$ cat config.mk
export PLATFORM = sky130hd
export DESIGN_NAME = calendar_set_ctrl
export DESIGN_NICKNAME = d
export VERILOG_FILES = /design/src/rtl/calendar_set_ctrl.sv
export SDC_FILE = /design/constraint.sdc
export NUM_CORES = 1
export LEC_CHECK = 0
export CORE_ASPECT_RATIO = 1.75
export CORE_MARGIN = 2
export CORE_UTILIZATION = 59
export CTS_CLUSTER_DIAMETER = 120
export DETAILED_ROUTE_END_ITERATION = 16
export PLACE_DENSITY = 0.86
export SYNTH_ARGS = -nofsm -noshare
export SYNTH_HDL_FRONTEND = slang
export SYNTH_SLANG_ARGS = --single-unit
$ cat constraint.sdc
create_clock -name clk -period 7.2 [get_ports clk]
set_input_delay 1.8 -clock clk [delete_from_list [all_inputs] [get_ports clk]]
set_output_delay 1.8 -clock clk [all_outputs]
set_load 0.03 [all_outputs]
$ cat src/rtl/calendar_set_ctrl.sv
// calendar_set_ctrl: one-second tick generator and front-panel time-set sequencer for the calendar counter.
// Latency: a button level seen at clock n acts at clock n+1; tick, load, field and blink are registered.
// Backpressure: none; the counter core must accept tick/load whenever they are asserted.
//
// Ports:
//   clk, rst                 clock and async active-high reset
//   btn_mode, btn_inc        debounced button levels (rising edge = press)
//   cur_*                    live counter fields, snapshotted when editing starts
//   tick                     one-cycle advance enable, RUN only
//   load, ld_*               one-cycle parallel-load strobe and the shadow values it carries
//   field, blink             field under edit (0 = RUN) and display blink phase
module calendar_set_ctrl #(
   parameter int TICK_DIV = 50000000
) (
   input  logic        clk,
   input  logic        rst,
   input  logic        btn_mode,
   input  logic        btn_inc,
   input  logic [5:0]  cur_sec,
   input  logic [5:0]  cur_min,
   input  logic [4:0]  cur_hour,
   input  logic [4:0]  cur_day,
   input  logic [3:0]  cur_month,
   input  logic [13:0] cur_year,
   output logic        tick,
   output logic        load,
   output logic [5:0]  ld_sec,
   output logic [5:0]  ld_min,
   output logic [4:0]  ld_hour,
   output logic [4:0]  ld_day,
   output logic [3:0]  ld_month,
   output logic [13:0] ld_year,
   output logic [2:0]  field,
   output logic        blink
);

   localparam int CW = (TICK_DIV > 2) ? $clog2(TICK_DIV) : 1;
   localparam logic [CW-1:0] PRE_MAX = CW'(TICK_DIV - 1);
   localparam logic [CW-1:0] BLK_MAX = CW'(TICK_DIV / 2 - 1);

   // Encoding of the SET states equals the field number shown on the display.
   typedef enum logic [2:0] {
      ST_RUN    = 3'd0,
      ST_HOUR   = 3'd1,
      ST_MIN    = 3'd2,
      ST_SEC    = 3'd3,
      ST_DAY    = 3'd4,
      ST_MONTH  = 3'd5,
      ST_YEAR   = 3'd6,
      ST_COMMIT = 3'd7
   } state_t;

   state_t        r_state;
   state_t        w_state_nxt;
   logic          r_mode_lvl, r_mode_prev, r_inc_lvl, r_inc_prev;
   logic [CW-1:0] r_presc, r_bcnt;
   logic          r_tick, r_load, r_blink;
   logic [2:0]    r_field;
   logic [5:0]    r_sec, r_min;
   logic [4:0]    r_hour, r_day;
   logic [3:0]    r_month;
   logic [13:0]   r_year;

   logic          w_mode_edge, w_inc_edge, w_inc_apply, w_nxt_set;
   logic [3:0]    w_month_inc;
   logic [13:0]   w_year_inc;
   logic [4:0]    w_dim_cur, w_day_mclamp, w_day_yclamp;

   function automatic logic [4:0] days_in_month(input logic [3:0] m, input logic [13:0] y);
      logic [4:0] d;
      case (m)
         4'd4, 4'd6, 4'd9, 4'd11: d = 5'd30;
         4'd2:                    d = (y[1:0] == 2'b00) ? 5'd29 : 5'd28;
         default:                 d = 5'd31;
      endcase
      return d;
   endfunction

   function automatic logic [4:0] clamp_day(input logic [4:0] d, input logic [4:0] lim);
      return (d > lim) ? lim : d;
   endfunction

   // Edge detection works on the registered level so a press acts one clock after it is seen.
   assign w_mode_edge = r_mode_lvl & ~r_mode_prev;
   assign w_inc_edge  = r_inc_lvl  & ~r_inc_prev;

   always_comb begin
      w_state_nxt = r_state;
      if (r_state == ST_COMMIT)
         w_state_nxt = ST_RUN;
      else if (w_mode_edge)
         w_state_nxt = state_t'(r_state + 3'd1);
   end

   assign w_nxt_set   = (w_state_nxt != ST_RUN) && (w_state_nxt != ST_COMMIT);
   // Mode wins over a simultaneous inc; inc is meaningless outside the SET states.
   assign w_inc_apply = w_inc_edge && !w_mode_edge && (r_state != ST_RUN) && (r_state != ST_COMMIT);

   assign w_month_inc  = (r_month == 4'd12) ? 4'd1 : r_month + 4'd1;
   assign w_year_inc   = (r_year == 14'd9999) ? 14'd0 : r_year + 14'd1;
   assign w_dim_cur    = days_in_month(r_month, r_year);
   assign w_day_mclamp = clamp_day(r_day, days_in_month(w_month_inc, r_year));
   assign w_day_yclamp = clamp_day(r_day, days_in_month(r_month, w_year_inc));

   always_ff @(posedge clk or posedge rst) begin
      if (rst) begin
         r_state     <= ST_RUN;
         r_mode_lvl  <= 1'b0;
         r_mode_prev <= 1'b0;
         r_inc_lvl   <= 1'b0;
         r_inc_prev  <= 1'b0;
         r_presc     <= '0;
         r_bcnt      <= '0;
         r_tick      <= 1'b0;
         r_load      <= 1'b0;
         r_field     <= 3'd0;
         r_blink     <= 1'b0;
         r_sec       <= 6'd0;
         r_min       <= 6'd0;
         r_hour      <= 5'd0;
         r_day       <= 5'd1;
         r_month     <= 4'd1;
         r_year      <= 14'd2024;
      end else begin
         r_mode_lvl  <= btn_mode;
         r_mode_prev <= r_mode_lvl;
         r_inc_lvl   <= btn_inc;
         r_inc_prev  <= r_inc_lvl;
         r_state     <= w_state_nxt;
         r_load      <= (w_state_nxt == ST_COMMIT);
         r_field     <= (w_state_nxt == ST_COMMIT) ? 3'd0 : 3'(w_state_nxt);

         // Prescaler only runs while staying in RUN, so a tick due on the
         // cycle RUN is left is dropped rather than landing in SET_HOUR.
         if (r_state == ST_RUN && w_state_nxt == ST_RUN)
            r_presc <= (r_presc == PRE_MAX) ? '0 : r_presc + 1'b1;
         else
            r_presc <= '0;
         r_tick <= (r_state == ST_RUN) && (w_state_nxt == ST_RUN) && (r_presc == PRE_MAX);

         if (!w_nxt_set) begin
            r_bcnt  <= '0;
            r_blink <= 1'b0;
         end else if (w_state_nxt != r_state) begin
            r_bcnt  <= '0;
            r_blink <= 1'b1;
         end else if (r_bcnt == BLK_MAX) begin
            r_bcnt  <= '0;
            r_blink <= ~r_blink;
         end else begin
            r_bcnt  <= r_bcnt + 1'b1;
         end

         if (r_state == ST_RUN && w_state_nxt == ST_HOUR) begin
            r_sec   <= cur_sec;
            r_min   <= cur_min;
            r_hour  <= cur_hour;
            r_day   <= cur_day;
            r_month <= cur_month;
            r_year  <= cur_year;
         end else if (w_inc_apply) begin
            case (r_state)
               ST_HOUR:  r_hour <= (r_hour == 5'd23) ? 5'd0 : r_hour + 5'd1;
               ST_MIN:   r_min  <= (r_min == 6'd59) ? 6'd0 : r_min + 6'd1;
               ST_SEC:   r_sec  <= (r_sec == 6'd59) ? 6'd0 : r_sec + 6'd1;
               ST_DAY:   r_day  <= (r_day >= w_dim_cur) ? 5'd1 : r_day + 5'd1;
               ST_MONTH: begin
                  r_month <= w_month_inc;
                  r_day   <= w_day_mclamp;
               end
               ST_YEAR: begin
                  r_year <= w_year_inc;
                  r_day  <= w_day_yclamp;
               end
               default: ;
            endcase
         end
      end
   end

   assign tick     = r_tick;
   assign load     = r_load;
   assign field    = r_field;
   assign blink    = r_blink;
   assign ld_sec   = r_sec;
   assign ld_min   = r_min;
   assign ld_hour  = r_hour;
   assign ld_day   = r_day;
   assign ld_month = r_month;
   assign ld_year  = r_year;

endmodule

; ---- Word-level counts from Yosys, hierarchy flattened
; Cells that the tools add are included.
[word_totals]
regBits = 105
out_inout_bits = 46
[classes]
add_sub_neg = 9
magnitude_cmp = 3
eq_ne = 32
mux = 42
n_bitwise = 5
reduce_logical = 29
[op_table]
columns = cell, n
row1 = 26-bit two-way mux, 5
row2 = 14-bit two-way mux, 4
row3 = 26-bit by 1-bit adder with 26-bit output (second input constant), 2
row4 = 6-bit two-way mux, 8
row5 = 5-bit two-way mux, 9
row6 = 26-bit by 25-bit equality test with 1-bit output (second input constant), 1
row7 = 26-bit equality test (second input constant), 1
row8 = 4-bit equality test (second input constant), 5
row9 = 4-bit by 3-bit equality test with 1-bit output (second input constant), 4
row10 = 4-bit two-way mux, 4
row11 = 3-bit equality test (second input constant), 5
row12 = 5-bit one-hot mux with 3 select lines, 1
row13 = 14-bit by 1-bit adder with 14-bit output (second input constant), 1
row14 = 14-bit equality test (second input constant), 1
row15 = 6-bit by 1-bit adder with 6-bit output (second input constant), 2
row16 = 6-bit equality test (second input constant), 2
row17 = 3-bit inequality test (second input constant), 4
row18 = 2-bit one-hot mux with 2 select lines, 3
row19 = 2-bit nonzero test, 6
row20 = 5-bit by 1-bit adder with 5-bit output (second input constant), 2
row21 = 5-bit greater-than comparator, 2
row22 = 2-bit AND reduction, 5
row23 = 3-bit two-way mux, 3
row24 = 4-bit by 2-bit equality test with 1-bit output (second input constant), 2
row25 = other kinds (19), 38

; ---- Depth between registers and ports, before layout
[logic_depth]
depth_word = 10
mapped_depth = 12

; ---- Least setup slack after synthesis
; No wires, ideal clock.
[synth_timing]
path_type = register -> register
startpoint = register r_month[0], in the netlist ld_month[0]
endpoint = register r_day[1], in the netlist ld_day[1]
setup_ns = 0.129
arrival_ns = 2.944
t_required_ns = 7.071
path_slack_ns = 4.127
stages_incl_launch_ff = 11
n_path_buf = 0
path_cell_list = dfstp_2 inv_1 ha_1 o311a_1 and3_1 ha_1 nor2b_1 o221ai_1 a2111oi_2 nor4b_1 o21ai_0
[synth_between]
elab_chain_cells = 9
word_cells_on_any_way = 30
[synth_lines]
columns = element, line_no
row1 = start: declaration, 61  ; logic [3:0] r_month;
row2 = start signal: assignment, 159  ; r_month <= cur_month;
row3 = start signal: assignment, 168  ; r_month <= w_month_inc;
row4 = "parallel branches: the longest is 9 deep, another holds 5-bit greater-than comparator", -
row5 = end signal: assignment, 158  ; r_day <= cur_day;
row6 = end signal: assignment, 166  ; ST_DAY: r_day <= (r_day >= w_dim_cur) ? 5'd1 : r_day + 5'd1;
row7 = end signal: assignment, 169  ; r_day <= w_day_mclamp;
row8 = end: declaration, 60  ; logic [4:0] r_hour, r_day;
; Parallel ways; which one is timed is not known. The select of a mux whose other input is x is not followed.
; A chain may end at the register's enable or synchronous reset.

; ---- Final worst setup path
[layout_timing]
startpoint = register r_year[7], in the netlist ld_year[7]
endpoint = output ld_year[7]
[layout_rtl]
columns = element, line_no
row1 = start: declaration, 62  ; logic [13:0] r_year;
row2 = start signal: assignment, 160  ; r_year <= cur_year;
row3 = start signal: assignment, 172  ; r_year <= w_year_inc;
row4 = end: declaration, 32  ; output logic [13:0] ld_year,
; No word-level cell between the ends.

==> flow_summary.yaml <==
run_status:
  status: "finished, final reports clean"
route:
  routed_via_density: 6.23
  vias: 5553
  dr.pass1.iters: 6
  first_iter_violations: 390
  drc: 0
  ant_nets: 0
  wl_met2_um: 8530
  dr.max_layer_used: "met4"
  totalWireLength_um: 15900
  drt-met1-wl_um: 5890
  dr_wl_met3_um: 843
  wl_per_cell_um: 17.8
clock_network:
  clock_sinks: 105
  ctsResizeCount: 0
  post-cts-setup-buffer-count: 0
  cts_tree: "done"
  clock_latency_ns: 0.35
  root_buffer: "clkbuf_16"
  clk_pin_slew_ns: 0.07
  clk_path_buf_depth: 2
  postCtsHoldBufs: 0
  numCtsBuffers: 9
  htreeDepth: 3
setup_path:
  crit_path_max_incr_delay_ns: 0.69
  cpMaxStageDelayCell: "clkdlybuf4s50_1"
  crit_type: "reg -> out"
  cp.required_ns: 5.40
  arrival_ns: 1.66
  cp-end-kind: "output port"
  critPathBufInv: 1
  critPathLaunchType: "flip-flop"
  cp_top_family: "buffers and inverters"
  cp_max_fo: 9
  cp_cell_sequence: "clkdlybuf4s50_1"
power_and_ir_drop:
  leakage_uw: 0.00295
  p_total_uw: 2760
  vdd_drop_max_mv: 0.289
  power_density_mw_per_mm2: 375
floorplan:
  core_area_mm2: 0.0102
  die-area_mm2: 0.0111
  rows: 49
  die_w_um: 80.7
  initial_utilization: 0.596
  chipHeight_um: 138
  ioPinCount: 90
yosys:
  synth-edff-count: 0
  synth_fp_nets: 745
  synth_cell_types: 62
  ys_warn_count: 0
  syn_inst: 678
  syn_avg_cell_area_um2: 8.95
  netlist_area_mm2: 0.00607
  ys_ff_latch: 105
  ys.flop_type: "dfrtp_1"
  synthArstFlopShare: 1.00
  yosysSeqAreaShare: 0.435
timing:
  finalMaxSlewViolations: 0
  rsz0062_at_grt: "no"
  tightest_slew_ns: 1.15
  hold_viol: 0
  setup_violations: 0
  setup_tns_ns: 0
  final.min_clock_period_ns: 3.46
  fin_skew_ns: 0.00885
  post-route-period-util: 0.480
  fmax_mhz: 289
  max_slew_margin: 0.231
grt:
  antenna_found_initial: 0
  grt_pass1_wl_um: 26500
  grt_max_degree: 55
  grtUsageTotal: 0.297
  grt_remaining_overflow: 0
  grt_pass1_vias: 5646
placement:
  routabilityCongestion: 0.846
  dpl.cell_count: 876
  port_buffers: 89
  dp_hpwl_um: 11400
job:
  maxCapViolations: 0
final_layout:
  drive_gt1_frac: 0.0523
  area_delta_synth_final_pct: 21.1
  antenna_cells: 0
  final_cell_mix: "103 x nor2_1, 96 x dfrtp_1, 89 x clkdlybuf4s50_1"
  final_common_cell: "nor2_1"
  final_util: 0.722
  final-instance-count-excl-fill: 892
  nNetsFinal: 827
min_path:
  hp-class: "reg -> reg"
-- routing by layer --
layer / up-vias / global-route usage
met5: - / 0
met4: 0 / 0.133
met3: 52 / 0.0490
met2: 211 / 0.525
met1: 2720 / 0.343
li1: 2570 / -
-- kinds of logic (layout without fill, tap and decap cells) --
kind of cell	Yosys count	after routing	synth area share
compound gates	111	111	0.119
simple gates	325	325	0.271
fa+ha+maj	23	23	0.0474
flops	105	105	0.435
mux	7	7	0.0122
xor+xnor	55	55	0.0794
buf+inv	52	139	0.0359
-- cell type report --
class                      count  area (um2)
timing repair buffer          92         913
fill                         743        2830
sequential                   105        2640
clock inverter                 7        76.3
inverter                      31         119
tap                          127         159
multi-input combinational    521        3220
clock buffer                   9         225
-- sequential cells by signal, summed over array words and instances (netlist names) --
name / count
ld_hour: 5
ld_day: 5
r_mode_lvl: 1
r_inc_prev: 1
ld_min: 6
tick: 1
ld_month: 4
blink: 1
r_inc_lvl: 1
r_presc: 26
load: 1
ld_year: 14
r_mode_prev: 1
field: 3
r_bcnt: 26
r_state: 3
ld_sec: 6
-- cells in the mapped netlist (all sizes together) (14+ instances only) --
cell type    n  share of area
a21oi       23          0.019
o21ai       32          0.026
nand4       19          0.020
xnor2       30          0.043
inv         31          0.019
ha          23          0.047
xor2        25          0.036
nor3        24          0.020
and3        14          0.014
nand2       60          0.037
a31oi       14          0.016
nand3       30          0.025
dfrtp       96           0.40
nor2       103          0.064
-- per-stage QoR --
stage | instance area [um2] | worst slack [ns] | hold WS [ns]
global placement | 7050 | 3.78 | 0.375
detailed placement | 7050 | 3.75 | 0.377
CTS | 7350 | 3.74 | 0.402
floorplan | 6070 | 2.65 | 0.358
finish | 7350 | 3.74 | 0.398
global route | 7350 | 3.57 | 0.423
-- power by group --
group | leakage [uW] | internal [uW] | total, uW | switching (uW)
registers | 0.00134 | 749 | 955 | 205
logic | 0.00146 | 521 | 1320 | 796
clock network | 0.000140 | 246 | 488 | 242
-- final timing paths --
check,slack (ns),startpoint,to,cells past startpoint
setup reg to reg,3.81,ld_month[1],ld_day[1],11
hold reg to reg,0.40,r_inc_lvl,r_inc_prev,0
hold / removal,0.40,r_inc_lvl,r_inc_prev,0
max in group asynchronous,4.19,rst,ld_year[12],3
setup / recovery,3.74,ld_year[7],ld_year[7],1
min in group asynchronous,1.90,rst,field[2],2
Power figures use the tool's default switching activity.
